--- src/rtl/lsu_pkg.sv ---
// rtl/lsu_pkg.sv - size encodings, FSM states and lane helpers shared by the LSU.
package lsu_pkg;

  localparam logic [1:0] SZ_B = 2'b00;
  localparam logic [1:0] SZ_H = 2'b01;
  localparam logic [1:0] SZ_W = 2'b10;
  localparam logic [1:0] SZ_R = 2'b11;

  typedef enum logic [2:0] {
    IDLE,
    LOAD,
    STORE_W,
    RMW_RD,
    RMW_WR,
    RESP
  } state_e;

  localparam logic [31:0] LANE_B_MASK = 32'h0000_00ff;
  localparam logic [31:0] LANE_H_MASK = 32'h0000_ffff;

  // Bit offset of the addressed lane; halves ignore addr[0] so an odd half is forced aligned.
  function automatic logic [4:0] lane_shift(input logic [1:0] size, input logic [1:0] lo);
    return (size == SZ_B) ? {lo, 3'b000} : {lo[1], 4'b0000};
  endfunction

endpackage

--- src/rtl/lsu_align.sv ---
// rtl/lsu_align.sv - combinational lane extract/extend for loads and lane merge for sub-word stores.
module lsu_align
  import lsu_pkg::*;
(
  input  logic [31:0] rdata,
  input  logic [1:0]  addr_lo,
  input  logic [1:0]  size,
  input  logic        is_unsigned,
  input  logic [15:0] wdata,
  output logic [31:0] ld_data,
  output logic [31:0] merged
);

  logic [4:0]  sh;
  logic [15:0] lane;
  logic [31:0] mask;

  always_comb begin
    sh   = lane_shift(size, addr_lo);
    lane = 16'(rdata >> sh);
    mask = (size == SZ_B) ? LANE_B_MASK : LANE_H_MASK;
    case (size)
      SZ_B:    ld_data = is_unsigned ? {24'h0, lane[7:0]} : {{24{lane[7]}}, lane[7:0]};
      SZ_H:    ld_data = is_unsigned ? {16'h0, lane} : {{16{lane[15]}}, lane};
      default: ld_data = rdata;
    endcase
    merged = (rdata & ~(mask << sh)) | (({16'h0, wdata} & mask) << sh);
  end

endmodule

--- src/rtl/lsu_ctrl.sv ---
// rtl/lsu_ctrl.sv - load/store unit FSM: single-word memory access with byte/half read-modify-write.
// Define LSU_MISALIGN_CHECK_EN to reject misaligned half/word accesses instead of forcing alignment.
module lsu_ctrl
  import lsu_pkg::*;
#(
  parameter int MEM_WORDS = 101,
  parameter int MEM_AW    = 32
) (
  input  logic              CLK,
  input  logic              RST,
  input  logic              req_valid,
  output logic              req_ready,
  input  logic              req_we,
  input  logic [1:0]        req_size,
  input  logic              req_unsigned,
  input  logic [31:0]       req_addr,
  input  logic [31:0]       req_wdata,
  output logic              resp_valid,
  input  logic              resp_ready,
  output logic [31:0]       resp_rdata,
  output logic              resp_err,
  output logic [MEM_AW-1:0] mem_addr,
  output logic [31:0]       mem_wdata,
  output logic              mem_we,
  input  logic [31:0]       mem_rdata
);

  state_e            state_q, state_d;
  logic              req_ready_q, req_ready_d;
  logic              resp_valid_q, resp_valid_d;
  logic              resp_err_q, resp_err_d;
  logic [31:0]       resp_rdata_q, resp_rdata_d;
  logic              mem_we_q, mem_we_d;
  logic [MEM_AW-1:0] mem_addr_q, mem_addr_d;
  logic [31:0]       mem_wdata_q, mem_wdata_d;
  logic [1:0]        addr_lo_q, addr_lo_d;
  logic [1:0]        size_q, size_d;
  logic              uns_q, uns_d;
  logic [31:0]       wdata_q, wdata_d;

  logic [31:0] req_idx;
  logic        req_err;
  logic [31:0] ld_data;
  logic [31:0] merged;

  assign req_idx = {2'b00, req_addr[31:2]};

  always_comb begin
    req_err = (req_size == SZ_R) || (req_idx >= 32'(MEM_WORDS));
`ifdef LSU_MISALIGN_CHECK_EN
    req_err = req_err || ((req_size == SZ_H) && req_addr[0])
                      || ((req_size == SZ_W) && (req_addr[1:0] != 2'b00));
`endif
  end

  lsu_align u_align (
    .rdata       (mem_rdata),
    .addr_lo     (addr_lo_q),
    .size        (size_q),
    .is_unsigned (uns_q),
    .wdata       (wdata_q[15:0]),
    .ld_data     (ld_data),
    .merged      (merged)
  );

  always_comb begin
    state_d      = state_q;
    req_ready_d  = req_ready_q;
    resp_valid_d = resp_valid_q;
    resp_err_d   = resp_err_q;
    resp_rdata_d = resp_rdata_q;
    mem_we_d     = 1'b0;
    mem_addr_d   = mem_addr_q;
    mem_wdata_d  = mem_wdata_q;
    addr_lo_d    = addr_lo_q;
    size_d       = size_q;
    uns_d        = uns_q;
    wdata_d      = wdata_q;
    case (state_q)
      IDLE: begin
        if (req_valid && req_ready_q) begin
          req_ready_d  = 1'b0;
          addr_lo_d    = req_addr[1:0];
          size_d       = req_size;
          uns_d        = req_unsigned;
          wdata_d      = req_wdata;
          mem_addr_d   = MEM_AW'(req_idx);
          resp_rdata_d = 32'h0;
          if (req_err) begin
            state_d      = RESP;
            resp_valid_d = 1'b1;
            resp_err_d   = 1'b1;
          end else if (!req_we) begin
            state_d = LOAD;
          end else if (req_size == SZ_W) begin
            state_d     = STORE_W;
            mem_we_d    = 1'b1;
            mem_wdata_d = req_wdata;
          end else begin
            state_d = RMW_RD;
          end
        end
      end
      LOAD: begin
        state_d      = RESP;
        resp_valid_d = 1'b1;
        resp_rdata_d = ld_data;
      end
      STORE_W, RMW_WR: begin
        state_d      = RESP;
        resp_valid_d = 1'b1;
      end
      RMW_RD: begin
        state_d     = RMW_WR;
        mem_we_d    = 1'b1;
        mem_wdata_d = merged;
      end
      RESP: begin
        if (resp_ready) begin
          state_d      = IDLE;
          req_ready_d  = 1'b1;
          resp_valid_d = 1'b0;
          resp_err_d   = 1'b0;
          resp_rdata_d = 32'h0;
        end
      end
      default: begin
        state_d     = IDLE;
        req_ready_d = 1'b1;
      end
    endcase
  end

  always_ff @(posedge CLK or negedge RST) begin
    if (!RST) begin
      state_q      <= IDLE;
      req_ready_q  <= 1'b1;
      resp_valid_q <= 1'b0;
      resp_err_q   <= 1'b0;
      resp_rdata_q <= 32'h0;
      mem_we_q     <= 1'b0;
      mem_addr_q   <= '0;
      mem_wdata_q  <= 32'h0;
      addr_lo_q    <= 2'b00;
      size_q       <= 2'b00;
      uns_q        <= 1'b0;
      wdata_q      <= 32'h0;
    end else begin
      state_q      <= state_d;
      req_ready_q  <= req_ready_d;
      resp_valid_q <= resp_valid_d;
      resp_err_q   <= resp_err_d;
      resp_rdata_q <= resp_rdata_d;
      mem_we_q     <= mem_we_d;
      mem_addr_q   <= mem_addr_d;
      mem_wdata_q  <= mem_wdata_d;
      addr_lo_q    <= addr_lo_d;
      size_q       <= size_d;
      uns_q        <= uns_d;
      wdata_q      <= wdata_d;
    end
  end

  assign req_ready  = req_ready_q;
  assign resp_valid = resp_valid_q;
  assign resp_err   = resp_err_q;
  assign resp_rdata = resp_rdata_q;
  assign mem_we     = mem_we_q;
  assign mem_addr   = mem_addr_q;
  assign mem_wdata  = mem_wdata_q;

endmodule

--- config.mk ---
export PLATFORM = sky130hd
export DESIGN_NAME = lsu_ctrl
export DESIGN_NICKNAME = d
export VERILOG_FILES = /design/src/rtl/lsu_pkg.sv /design/src/rtl/lsu_align.sv /design/src/rtl/lsu_ctrl.sv
export SDC_FILE = /design/constraint.sdc
export NUM_CORES = 1
export LEC_CHECK = 0
export CAP_MARGIN = 10
export CORE_ASPECT_RATIO = 0.7
export CORE_UTILIZATION = 30
export DETAILED_ROUTE_END_ITERATION = 7
export SETUP_SLACK_MARGIN = 0.3
export SYNTH_ARGS = -nofsm -noshare
export SYNTH_HDL_FRONTEND = slang
export SYNTH_SLANG_ARGS = --single-unit
--- constraint.sdc ---
create_clock -name CLK -period 7.4 [get_ports CLK]
set_clock_uncertainty 0.2 [all_clocks]
set_input_delay 1.85 -clock CLK [delete_from_list [all_inputs] [get_ports CLK]]
set_output_delay 1.85 -clock CLK [all_outputs]
set_load 0.01 [all_outputs]
==> results of run 1 <==
[flip-flops by register name (all words and copies together) (netlist names)]
signal and cells:
wdata_q 16, size_q 2, resp_rdata 32, resp_err 1, mem_wdata 32, mem_we 1
state_q 3, addr_lo_q 2, resp_valid 1, mem_addr 30, uns_q 1, req_ready 1
[layout make-up]
type / count / share of cell area, %
multi-input combinational: 396 / 33.4
inverter: 25 / 0.995
tap: 276 / 3.66
clock buffer: 17 / 4.51
timing repair buffer: 218 / 22.7
sequential: 122 / 32.4
clock inverter: 14 / 2.36
[tightest hold or removal path, stage by stage, from the launching register on]
cell and delay, ns:
dfrtp_1 0.35, nand2_1 0.05, o31ai_1 0.05
[per-stage QoR]
| stage | util, % | cells | setup WS (ns) | instance area, um^2 | hold WS (ns) |
|---|---|---|---|---|---|
| final | 44.7 | 1068 | 2.99 | 9430 | 0.287 |
| after global placement | 41.6 | 1037 | 2.64 | 8780 | 0.274 |
| after floorplan | - | 614 | 3.74 | 6570 | 0.304 |
| after global routing | 44.7 | 1068 | 2.88 | 9430 | 0.320 |
| after detailed placement | 41.6 | 1037 | 2.58 | 8780 | 0.285 |
| after CTS | 44.7 | 1068 | 3.00 | 9430 | 0.298 |
[cells by family after synthesis]
| family | Yosys count | share of synthesized area [%] |
|---|---|---|
| buffers and inverters | 96 | 5.87 |
| other | 1 | 0.0571 |
| AOI/OAI and AO/OA | 186 | 22.5 |
| and+or+nand+nor | 124 | 11.0 |
| muxes | 84 | 14.1 |
| DFF | 122 | 46.5 |
[power by group through the flow]
stage	registers [W]	clock network [W]	logic (W)
2_1_floorplan	0.00108	0	0.000721
3_3_place_gp	0.00110	0	0.00127
3_5_place_dp	0.00110	0	0.00128
4_1_cts	0.00109	0.000939	0.00128
5_1_grt	0.00113	0.000972	0.00138
6_report	0.00109	0.000929	0.00129
[worst paths after layout]
check	from	to	depth (start not counted)
min in group asynchronous	RST	resp_rdata[9]	1
worst max register to register	state_q[1]	mem_wdata[12]	5
worst max-delay path	req_valid	mem_wdata[12]	7
worst min register to register	resp_err	resp_err	2
max in group asynchronous	RST	mem_wdata[26]	2
worst min-delay path	resp_err	resp_err	2
[metal layers]
layer / share of wire, % / vias up / routed length, um
met3: 12 / 33 / 2870
li1: - / 2751 / -
met1: 46 / 3035 / 11300
met2: 41 / 364 / 10100
met4: 1.4 / 0 / 349
met5: 0 / - / 0
[synth_stat cells (3+ instances only)]
cell / number
a21oi_1: 13
a221o_1: 16
a221oi_1: 8
a22o_1: 9
a22oi_1: 17
a31oi_1: 8
a32o_1: 8
a41oi_1: 16
and2_1: 9
buf_1: 4
buf_2: 8
clkbuf_1: 56
dfrtp_1: 121
inv_1: 25
mux2_2: 59
mux2i_1: 24
nand2_1: 19
nand2b_1: 11
nand3_1: 10
nand4_1: 9
nor2_1: 9
nor3_1: 5
nor3b_1: 8
nor4_1: 29
o211ai_1: 15
o21ai_0: 17
o221ai_1: 8
o22a_1: 9
o41ai_1: 32
or2_2: 3
==> impl_metrics.toml, run 1 <==
[floorplan]
start_util_pct = 31.2
die_area_um2 = 22500
row_count = 44
ios = 204
die_w_um = 179
core_area_um2 = 21100
fp.dieH_um = 126

[critical_path]
critPathTopFamily = "simple AND/OR/NAND/NOR gates"
critPathKind = "in -> reg"
crit_chain = "clkdlybuf4s50_1 -> nand2_1 -> buf_4 -> or3_1 -> buf_4 -> or4_1 -> o211ai_1"
timing.critical_path.buf_inv = 3
crit_required_ns = 7.53
crit_path_end_kind = "flip-flop"
slowest_stage = "or4_1"
cp_common_cell = "buf_4"
worstPathMaxFanout = 30
critPathArrivalTime_ns = 4.54
rrSetupSlack_ns = 4.17
max_stage_delay_ns = 0.71
start_kind = "input pin"

[finish]
layout_commonest_cell = "clkdlybuf4s50_1"
final_nets = 884
layout-drive-gt1-share_pct = 15.0
layout_common_cells = "clkdlybuf4s50_1, dfrtp_1, mux2_2"
nFillCells = 1958
area_growth_pct = 43.5
n_antenna_cell = 0
regArea_um2 = 3050
multiInputGateArea_um2 = 3150

[clock_network]
worstSkewPairLatency_ns = 0.43
cts_tree = "built"
holdBufCountCts = 0
numCtsBuffers = 17
clk_pin_slew_ns = 0.06
postCtsSetupBuffers = 0
cts_resized = 0
clkSinkCount = 122
cts_root_buf = "clkbuf_16"
htree_num_levels = 4
clk_path_buf_depth = 2

[pwr]
totalPowerFinal_w = 0.00331
powerDensity_nw_per_um2 = 351
seq_power_share_pct = 33.0
leakage_nw = 3.81
clockPowerShare_pct = 28.0
ir_drop_mv = 0.168
p_sw_share_pct = 34.6
p_int_w = 0.00217
power_frac_comb_pct = 38.9
power_switching_w = 0.00115

[grt]
antenna_found_initial = 0
grt.overflow.total = 0
use_met1_pct = 33.7
grt_pass1_wl_um = 36900
grt_use_met3_pct = 7.28
grt_max_degree = 72
top_usage_layer = "met1"
first_global_vias = 5882
met2_usage_pct = 29.0
grtUsageTotal_pct = 22.0

[synth]
syn-cell-area_um2 = 6570
async_reset_ff_share_pct = 100
ys_top_cells_by_area = "dfrtp_1, mux2_2, o41ai_1"
postSynthCellCount = 613
yosys.area.top_type = "dfrtp_1"
yosysSeqAreaShare_pct = 46.5
synth_cell_type_count = 53
yosys.area.top_type_share_pct = 46.1
yosysWarnings = 0
synth_seq_cells = 122
synth_edf_count = 0
avgSynthCellArea_um2 = 10.7
synthFlopType = "dfrtp_1"

[outcome]
outcome = "finished clean"

[place]
port_buffers = 201
place.gp.congestion = 0.872
dpl.hpwl_um = 17500

[timing]
slew_headroom_pct = 31.5
fin_tns_setup_ns = 0
worst-slew-pin-transition_ns = 1.03
period_needed_ns = 4.41
fmax_mhz = 227
rsz0062_at_grt = "no"
period_share_pct = 59.6
hold_violations = 0
slew_violations = 0
finalSetupViolCount = 0

[detailed_routing]
vias_per_cell = 5.79
drc = 0
drtAntennaViolNets = 0
drt_pass1_iterations = 5
wl_per_cell_um = 23.1
drt_iter0_drc = 694
wirelength_um = 24600
dr_total_vias = 6183

[run]
maxCapViolCount = 0

[min_path]
hold_path_class = "reg -> reg"
Note: power is estimated with default switching activity, not from simulation.
==> inputs of run 2 (changes only) <==
==> constraint.sdc (replaced) <==
create_clock -name CLK -period 4.1 [get_ports CLK]
set_clock_uncertainty 0.2 [all_clocks]
set_input_delay 1.025 -clock CLK [delete_from_list [all_inputs] [get_ports CLK]]
set_output_delay 1.025 -clock CLK [all_outputs]
set_load 0.01 [all_outputs]
==> run 2 against run 1 <==
- register-to-register slack got worse by 3.1 ns
- combinational power increased by 84%
- cell count increased by 0.47%
- flip-flop and latch count unchanged
- worst hold slack got worse by 0.010 ns
- die area unchanged
- worst setup slack got worse by 2.0 ns
- largest cell class unchanged
- highest routed layer unchanged
==> impl_metrics.toml, run 2 (synthesis gave the netlist of run 1 again) <==
[finish]
area_growth_pct = 43.6
final_nets = 888
nFillCells = 1998
final_area_um2 = 9430
layout-drive-gt1-share_pct = 15.4
n_antenna_cell = 0
layout_commonest_cell = "clkdlybuf4s50_1"
layout_common_cells = "clkdlybuf4s50_1, dfrtp_1, mux2_2"

[grt]
grt_pass1_wl_um = 37600
top_usage_layer = "met1"
use_met1_pct = 33.6
grt_use_met3_pct = 7.97
grt_max_degree = 66
grt.overflow.total = 0
antenna_found_initial = 0
grtUsageTotal_pct = 22.4
first_global_vias = 6084
met2_usage_pct = 30.5

[place]
dpl.hpwl_um = 17900
place_area_um2 = 8830
port_buffers = 201
place.gp.congestion = 0.915
dp_slack_ns = 0.613

[clock_network]
worstSkewPairLatency_ns = 0.41
numCtsBuffers = 17
clk_pin_slew_ns = 0.06
clkSinkCount = 122
htree_num_levels = 4
holdBufCountCts = 0
cts_tree = "built"
cts_resized = 0
postCtsSetupBuffers = 0
cts_root_buf = "clkbuf_16"
clk_path_buf_depth = 2

[critical_path]
slowest_stage = "or4_1"
critPathArrivalTime_ns = 3.23
reg2reg_depth = 5
max_stage_delay_ns = 0.75
critPathKind = "in -> reg"
crit_path_end_kind = "flip-flop"
worstPathMaxFanout = 9
start_kind = "input pin"
crit_chain = "clkdlybuf4s50_1 -> nor4_1 -> nand4_1 -> or4_1 -> o211ai_1"
crit_required_ns = 4.22

[detailed_routing]
drt_pass1_iterations = 5
drt_iter0_drc = 672
drc = 0
wirelength_um = 24800
vias_per_cell = 5.79
wl_per_cell_um = 23.1
dr_total_vias = 6211
drtAntennaViolNets = 0

[timing]
period_share_pct = 75.8
rsz0062_at_grt = "no"
slew_headroom_pct = 35.3
worst-slew-pin-transition_ns = 0.967
period_needed_ns = 3.11
finalSetupViolCount = 0
fin_tns_setup_ns = 0
slew_violations = 0
setup_ws_ns = 0.991
fmax_mhz = 322
hold_violations = 0

[floorplan]
ios = 204
start_util_pct = 31.2
core_area_um2 = 21100
die_w_um = 179
die_area_um2 = 22500
row_count = 44
fp.dieH_um = 126

[run]
maxCapViolCount = 0

[min_path]
hold_path_class = "reg -> reg"
hold_depth = 2

[outcome]
outcome = "finished clean"

[pwr]
leakage_nw = 3.82
totalPowerFinal_w = 0.00587
powerDensity_nw_per_um2 = 623
ir_drop_mv = 0.323
## run 2: cell count changes in the layout (fill, tap and decap cells not counted), sizes merged
cell / change
bufinv: -2
buf: +4
clkbuf: +1
clkinv: -1
inv: +2
clkinvlp: +1
## run 2: routing by layer
metal | wire (um) | up-vias | share of wire (%)
li1 | - | 2759 | -
met1 | 11500 | 3096 | 47
met2 | 10200 | 336 | 41
met3 | 2840 | 20 | 11
met4 | 204 | 0 | 0.82
met5 | 0 | - | 0
## run 2: cell type report
cell class	count	area, um^2	area share, %
Clock inverter	14	171	1.82
Sequential cell	122	3050	32.4
Inverter	25	93.8	0.995
Multi-Input combinational cell	396	3150	33.4
Tap cell	276	345	3.66
Clock buffer	18	429	4.55
Timing Repair Buffer	222	2190	23.2
## run 2: worst max-delay path: cells and delay by family
kind	cells	cell delay [ns]
AND/OR/NAND/NOR	3	1.49
AO/OA/AOI/OAI	1	0.27
buffers and inverters	1	0.44
## run 2: per-stage QoR
stage / hold WS (ns) / utilization [%] / instances
after floorplan: 0.304 / - / 614
after global placement: 0.267 / 41.9 / 1041
after detailed placement: 0.273 / 41.9 / 1041
after CTS: 0.286 / 44.7 / 1073
after global routing: 0.314 / 44.7 / 1073
final: 0.277 / 44.7 / 1073
## run 2: path summary, 6_finish.rpt
path | to | from | slack, ns
min | resp_err | resp_err | 0.28
min in group asynchronous | resp_rdata[10] | RST | 0.54
max reg2reg | mem_wdata[13] | state_q[1] | 1.06
min reg2reg | resp_err | resp_err | 0.28
max in group asynchronous | mem_addr[5] | RST | 2.30
max | mem_wdata[13] | req_addr[16] | 0.99
## run 2: power by group
group / leakage (nW) / internal [W] / switching, W
combinational: 1.95 / 0.00125 / 0.00112
clock: 0.287 / 0.000959 / 0.000585
sequential: 1.59 / 0.00159 / 0.000356
==> inputs of run 3 (changes only) <==
==> constraint.sdc (replaced) <==
create_clock -name CLK -period 2.6 [get_ports CLK]
set_clock_uncertainty 0.2 [all_clocks]
set_input_delay 0.65 -clock CLK [delete_from_list [all_inputs] [get_ports CLK]]
set_output_delay 0.65 -clock CLK [all_outputs]
set_load 0.01 [all_outputs]
==> run 3 against run 2 <==
- global-route usage is 0.98 points higher
- sequential power increased by 55%
- flip-flop and latch count unchanged
- sequential share of layout area decreased by 2.3 points
- register-to-register slack lost 0.80 ns
- combinational power up 71%
==> impl_metrics.toml, run 3 (synthesis gave the netlist of run 1 again) <==
[place]
dpl.hpwl_um = 18700
port_buffers = 201
place.gp.congestion = 0.856
placed_cells = 1086
dp_slack_ns = -0.439

[timing]
fin_tns_setup_ns = 0
worst-slew-pin-transition_ns = 0.633
finalSetupViolCount = 0
slew_headroom_pct = 57.8
period_share_pct = 89.9
period_needed_ns = 2.34
hold_violations = 0
rsz0062_at_grt = "yes"
setup_ws_ns = 0.262
fmax_mhz = 428
slew_violations = 0
hold_ws_ns = 0.277

[critical_path]
crit_chain = "or3_4 -> or3_4 -> or4_4 -> buf_6 -> o211ai_1"
worstPathMaxFanout = 5
start_kind = "flip-flop"
cp_common_cell = "or3_4"
rrSetupSlack_ns = 0.26
crit_path_end_kind = "flip-flop"
critPathKind = "reg -> reg"
critPathArrivalTime_ns = 2.47
max_stage_delay_ns = 0.52
crit_required_ns = 2.73
slowest_stage = "or4_4"

[grt]
grt_max_degree = 38
first_global_vias = 6235
antenna_found_initial = 0
grt.overflow.total = 0
grt_pass1_wl_um = 39100
grtUsageTotal_pct = 23.4

[clock_network]
cts_root_buf = "clkbuf_16"
clkSinkCount = 122
worstSkewPairLatency_ns = 0.43
htree_num_levels = 4
clk_path_buf_depth = 2
cts_tree = "built"
clk_pin_slew_ns = 0.06
numCtsBuffers = 17

[finish]
final_nets = 939
layout_common_cells = "clkdlybuf4s50_1, dfrtp_1, mux2_2, buf_4, inv_1"
fin_cells = 1124
n_antenna_cell = 0
layout-drive-gt1-share_pct = 24.5
area_growth_pct = 54.5
layout_commonest_cell = "clkdlybuf4s50_1"

[pwr]
leakage_nw = 4.16
ir_drop_mv = 0.493
totalPowerFinal_w = 0.00968
powerDensity_nw_per_um2 = 954

[floorplan]
die_area_um2 = 22500
row_count = 44
start_util_pct = 31.2
ios = 204
core_area_um2 = 21100
die_w_um = 179
fp.dieH_um = 126

[outcome]
outcome = "finished clean"

[detailed_routing]
drtAntennaViolNets = 0
wl_per_cell_um = 23.1
drt_pass1_iterations = 5
dr_total_vias = 6390
vias_per_cell = 5.69
wirelength_um = 25900
drt_iter0_drc = 559
drc = 0

[run]
maxCapViolCount = 0

[min_path]
hold_path_class = "reg -> reg"
run 3: worst paths after layout:
kind	start	to	cells past startpoint
worst min register to register	resp_err	resp_err	2
worst max-delay path	state_q[2]	mem_wdata[14]	5
worst max register to register	state_q[2]	mem_wdata[14]	5
worst min-delay path	resp_err	resp_err	2
min in group asynchronous	RST	resp_rdata[2]	2
max in group asynchronous	RST	resp_rdata[23]	3
run 3: where the power goes:
| part | switching [W] | internal (W) |
|---|---|---|
| registers | 0.000512 | 0.00251 |
| logic | 0.00191 | 0.00215 |
| clock network | 0.000959 | 0.00163 |
| total | 0.00338 | 0.00629 |
run 3: repair_timing:
item / 4_1_cts / 5_1_grt
buffers inserted: 1 / 2
gates cloned: 1 / 1
pin swaps: 13 / 5
setup endpoints to repair: 38 / 28
hold buffers: 1 / 0
gates resized for setup: 43 / 14
hold endpoints to repair: 23 / 0
run 3: layout make-up:
cell class | instances | area (um^2)
fillers | 1952 | 10900
multi-input cells | 396 | 3370
flip-flops and latches | 122 | 3050
repair buffers | 273 | 2650
clock buffers | 18 | 439
well taps | 276 | 345
clock inverters | 14 | 195
inverters | 25 | 93.8
run 3: critical path: cells and delay by family (launching register included):
| family | cells | cell delay, ns |
|---|---|---|
| AO/OA/AOI/OAI | 1 | 0.18 |
| buffers and inverters | 1 | 0.16 |
| flip-flops | 1 | 0.38 |
| AND/OR/NAND/NOR | 3 | 1.33 |
run 3: per-stage QoR:
stage                     utilization, %  cell area, um^2
after floorplan                        -             6670
after detailed placement            44.2             9320
after CTS                           47.5            10000
final                               48.1            10100
after global placement              44.2             9320
after global routing                48.1            10100
run 3: per-layer routing:
| metal | vias to the layer above | track usage, % | share of wire [%] | wire length [um] |
|---|---|---|---|---|
| li1 | 2863 | - | - | - |
| met1 | 3195 | 35.3 | 48 | 12400 |
| met4 | 0 | 6.13 | 1.3 | 327 |
| met2 | 309 | 31.2 | 41 | 10500 |
| met5 | - | 0 | 0 | 0 |
| met3 | 23 | 7.94 | 10 | 2710 |
